==> src/rtl/mem_arbiter_rr.sv <==
// mem_arbiter_rr: locked N-port cacheline arbiter; define ARB_ROUND_ROBIN_EN for round robin, else fixed priority
module mem_arbiter_rr #(
  parameter int NUM_PORTS  = 2,
  parameter int ADDR_WIDTH = 32,
  parameter int LINE_WIDTH = 256
) (
  input  logic                             clk,
  input  logic                             rst,
  input  logic [NUM_PORTS-1:0]             mem_read,
  input  logic [NUM_PORTS-1:0]             mem_write,
  input  logic [NUM_PORTS*ADDR_WIDTH-1:0]  mem_address,
  input  logic [NUM_PORTS*LINE_WIDTH-1:0]  mem_wdata,
  output logic [NUM_PORTS-1:0]             mem_resp,
  output logic [LINE_WIDTH-1:0]            mem_rdata,
  output logic [NUM_PORTS-1:0]             grant,
  output logic                             pmem_read,
  output logic                             pmem_write,
  output logic [ADDR_WIDTH-1:0]            pmem_address,
  output logic [LINE_WIDTH-1:0]            pmem_wdata,
  input  logic [LINE_WIDTH-1:0]            pmem_rdata,
  input  logic                             pmem_resp
);
  localparam int GW = $clog2(NUM_PORTS);
  typedef enum logic [1:0] {IDLE, BUSY, DONE} state_t;
  state_t                 state_q;
  logic [GW-1:0]          g_q, win;
  logic [NUM_PORTS-1:0]   req, g_oh, mem_resp_q;
  logic [LINE_WIDTH-1:0]  mem_rdata_q;
  logic                   busy, sel_rd, sel_wr;
`ifdef ARB_ROUND_ROBIN_EN
  logic [GW-1:0]          ptr_q;
`endif
  assign req  = mem_read | mem_write;
  assign busy = state_q == BUSY;
  assign g_oh = {{(NUM_PORTS-1){1'b0}}, 1'b1} << g_q;
  // lowest requester wins; round robin then prefers the lowest requester above the pointer
  always_comb begin
    win = '0;
    for (int i = NUM_PORTS-1; i >= 0; i--) if (req[i]) win = GW'(i);
`ifdef ARB_ROUND_ROBIN_EN
    for (int i = NUM_PORTS-1; i >= 0; i--) if (req[i] && GW'(i) > ptr_q) win = GW'(i);
`endif
  end
  always_comb begin
    sel_rd       = 1'b0;
    sel_wr       = 1'b0;
    pmem_address = '0;
    pmem_wdata   = '0;
    for (int i = 0; i < NUM_PORTS; i++)
      if (busy && g_q == GW'(i)) begin
        sel_rd       = mem_read[i];
        sel_wr       = mem_write[i];
        pmem_address = mem_address[i*ADDR_WIDTH +: ADDR_WIDTH];
        pmem_wdata   = mem_wdata[i*LINE_WIDTH +: LINE_WIDTH];
      end
  end
  assign pmem_write = sel_wr;
  assign pmem_read  = sel_rd & ~sel_wr;
  assign grant      = busy ? g_oh : '0;
  assign mem_resp   = mem_resp_q;
  assign mem_rdata  = mem_rdata_q;
  always_ff @(posedge clk) begin
    if (rst) begin
      state_q     <= IDLE;
      g_q         <= '0;
      mem_resp_q  <= '0;
      mem_rdata_q <= '0;
`ifdef ARB_ROUND_ROBIN_EN
      ptr_q       <= GW'(NUM_PORTS-1);
`endif
    end else begin
      mem_resp_q <= '0;
      case (state_q)
        IDLE: if (|req) begin
          g_q     <= win;
          state_q <= BUSY;
`ifdef ARB_ROUND_ROBIN_EN
          ptr_q   <= win;
`endif
        end
        BUSY: if (pmem_resp) begin
          mem_rdata_q <= pmem_rdata;
          mem_resp_q  <= g_oh;
          state_q     <= DONE;
        end
        default: state_q <= IDLE;
      endcase
    end
  end
endmodule
==> config.mk <==
export PLATFORM = sky130hd
export DESIGN_NAME = mem_arbiter_rr
export DESIGN_NICKNAME = d
export VERILOG_FILES = /design/src/rtl/mem_arbiter_rr.sv
export SDC_FILE = /design/constraint.sdc
export NUM_CORES = 1
export LEC_CHECK = 0
export ABC_CLOCK_PERIOD_IN_PS = 2700
export CAP_MARGIN = 0
export CORE_AREA = 3 3 537 539
export DETAILED_ROUTE_END_ITERATION = 10
export DIE_AREA = 0 0 540 542
export HOLD_SLACK_MARGIN = 0.1
export PLACE_DENSITY_LB_ADDON = 0.08
export SYNTH_ARGS = -nofsm -noshare
export SYNTH_HDL_FRONTEND = slang
export SYNTH_SLANG_ARGS = --single-unit
==> constraint.sdc <==
create_clock -name clk -period 2.7 [get_ports clk]
set_input_delay 0.27 -clock clk [delete_from_list [all_inputs] [get_ports clk]]
set_output_delay 0.27 -clock clk [all_outputs]
set_load 0.05 [all_outputs]
==> key figures <==
Setup path
  • Setup CP Type: reg2out
  • Required @ worst endpoint: 2.43 ns
  • CP peak stage delay: approximately 0.34 ns
  • Crit path arrival time: 2.36 ns
  • Worst setup EP type: output port
  • Worst path top cell family by delay: buffers and inverters
  • Worst Path Max Fanout: 24
  • Startpoint Class: register
  • CP Buf/Inv Count: 4
  • Crit path cell chain: nor2b_4 -> and2_4 -> buf_16 -> buf_12 -> a22o_1 -> buf_12 -> buf_12
  • Slowest CP cell: dfxtp_4
  • Cell mode on critical path: buf_12

Floorplan
  • Die width: 540 um
  • I/O pins: 1389
  • Die Y: 542 um
  • Die area: about 290000 sq um
  • Initial core utilization: 0.04250
  • Core area: 284500 sq um
  • Row count: 196

Route
  • Final WL: 235900 um
  • Via count: 18710
  • Post-route DRC: 0
  • Wire per inst: 35.08 um
  • Vias per Instance: approximately 2.8
  • Number of routed nets with antenna violations: 0
  • First-pass DRT Iterations: 4
  • Initial drt markers: 899

Synth
  • Synthesized area: 12090 sq um
  • Synth Area in Simple Gates: 0.1659
  • Cells after synthesis: 1487
  • Mux contribution to synthesized area: 0
  • Sequential share of the synthesized area: 0.4322
  • Seq cells post-synth: 261
  • Post-synth top area share: 0.4322
  • Syn Area/Cell: 8.130 sq um
  • Adder-Cell Fraction of Synth Area: 0
  • Largest family of logic cells by synthesized area: compound AO/OA/AOI/OAI gates
  • Synth warn: 0
  • Synth cell types: 23
  • Yosys top cell by area: dfxtp_1
  • Synth Area in Compound Gates: 0.3178
  • Largest cells by area after synthesis: dfxtp_1 (43%), a22o_1 (21%), nand2_1 (16%)
  • Post-Syn Nets: approximately 2300
  • XOR/XNOR Fraction of Synth Area: 0

STA
  • Fmax: 379.7 MHz
  • Pins Over Slew Limit: 0
  • Final setup fails: 0
  • Time the worst path needs with I/O delays and setup: 2.634 ns
  • RSZ-0062 raised after global routing: true
  • Max-slew headroom: 0.4131
  • Period Utilization, post-route: 0.9755
  • Fin. Hold Viols: 0
  • Slew @ Worst Pin: 0.8776 ns
  • Clock skew: ~0.048 ns

Placement
  • Gpl congestion: about 1.0
  • HPWL after detailed placement: 206000 um
  • Placed insts: between 6000 and 7000
  • # port buffers: 1388

Finish
  • Nets@finish: about 3700
  • Multi-input logic area: 7172 sq um
  • Most common cell after layout, fill and taps aside: clkdlybuf4s50_1
  • Seq. cell area: between 5000 and 6000 sq um
  • Final core utilization: 0.1319
  • Most frequent cells in the layout: clkdlybuf4s50_1 (1078), nand2_1 (513), buf_12 (344)
  • Fraction of layout instances using a drive strength above 1: 0.2335
  • Non-Filler Instances: 6723
  • Fill cells: 32420
  • P&R area growth vs syn: 210.3%

Power
  • Lkg Pwr: 13.29 nW
  • Peak supply drop: 0.4274 mV
  • Pwr/cell area: ~520 nW/um^2
  • Pwr Total: 19.59 mW

Global routing
  • GR Overflow Total: 0
  • Antenna violations before repair: 206
  • Largest net degree at the start of global routing: 66
  • Vias in the first global route: 18740
  • Global-route wire length before repair: 280900 um
  • Total track usage: 0.1542

CTS
  • Clk_lat worst skew: 0.63 ns
  • TritonCTS clock tree: yes
  • Clock buffer depth: 3
  • Root cell of the clock tree: clkbuf_16
  • TritonCTS Buffers: 44
  • Clk sinks: 261
  • Clock slew at reported path FFs: 0.06 ns
  • H-tree depth: 2

Flow run
  • Max-cap violations: 0

Hold path
  • Tightest Hold Check Type: in2reg

Status
  • Outcome: completed
==> final cells by class <==
type | count | share of cell area
Clock inverter | 8 | 0.002135
Antenna cell | 28 | 0.001868
Clock buffer | 62 | 0.03412
Multi-Input combinational cell | 1074 | 0.1912
Sequential cell | 261 | 0.1394
Tap cell | 3762 | 0.1255
Inverter | 2 | 0.0002001
Timing Repair Buffer | 1526 | 0.5056
==> power by group <==
part	switching, mW	total, mW	internal (mW)
clock network	2.32	5.67	3.35
logic	5.57	9.76	4.19
registers	0.103	4.16	4.06
total	7.98	19.6	11.6
==> cells by family after synthesis <==
group / after synthesis
buffers and inverters: 152
AO/OA/AOI/OAI: 549
AND/OR/NAND/NOR: 525
flip-flops: 261
==> flip-flops by register name, summed over array words and instances (netlist names) <==
signal	flops
state_q	2
mem_rdata	256
mem_resp	2
g_q	1
==> worst min-delay path, delay by kind of cell <==
kind | cells | cell delay, ns
buffers and inverters | 1 | 0.40
AOI/OAI and AO/OA | 1 | 0.05
and+or+nand+nor | 1 | 0.06
==> metrics by stage <==
step           hold WS, ns  area, sq um  setup TNS [ns]  worst slack, ns
3_5_place_dp        0.4456        34010               0           0.2030
2_1_floorplan       0.4060        12090               0           0.8098
6_report            0.1950        37510               0          0.06607
3_3_place_gp        0.4418        34010               0           0.2112
5_1_grt             0.1533        37460          -1.182         -0.06924
4_1_cts             0.1006        37020          -5.681          -0.1280
==> metal layers <==
layer  up-vias  GRT usage  wire [um]
li1       8133          -          -
met1      8859     0.1811      96550
met2      1192     0.2622     110200
met3       435    0.06011      20900
met4        88    0.03654       7629
met5         -          0        621
==> synthesized netlist by cell type <==
cell        n
a21oi_1   256
a32o_1      1
o21ai_0     1
nor3_1      2
buf_4      24
a221oi_1    1
nand2b_1    1
nor2_1      2
nor2b_1     1
a22o_1    289
a31oi_1     1
nand3b_2    1
or2_2       1
clkbuf_1   32
buf_6      38
nor2b_2     1
dfxtp_1   261
nand2_1   513
and2_1      1
and3b_1     1
inv_1       2
and2_4      1
buf_2      56
==> timing repair <==
item / 4_1_cts / 5_1_grt
pin swaps: 71 / 11
hold buffers: 5 / 0
setup buffers: 16 / 11
gates resized for setup: 220 / 61
gates cloned: 13 / 5
hold endpoints to repair: 6 / 0
endpoints found under the setup margin: 262 / 120
==> path summary, 6_finish.rpt <==
check                  startpoint             end  slack (ns)  cells past startpoint
setup reg to reg       state_q[0]   mem_rdata[88]        0.99                      6
hold reg to reg      mem_rdata[5]    mem_rdata[5]        0.45                      2
hold / removal    pmem_rdata[183]  mem_rdata[183]        0.20                      3
setup / recovery       state_q[0]  pmem_wdata[92]        0.07                      7
Power figures use the tool's default switching activity.
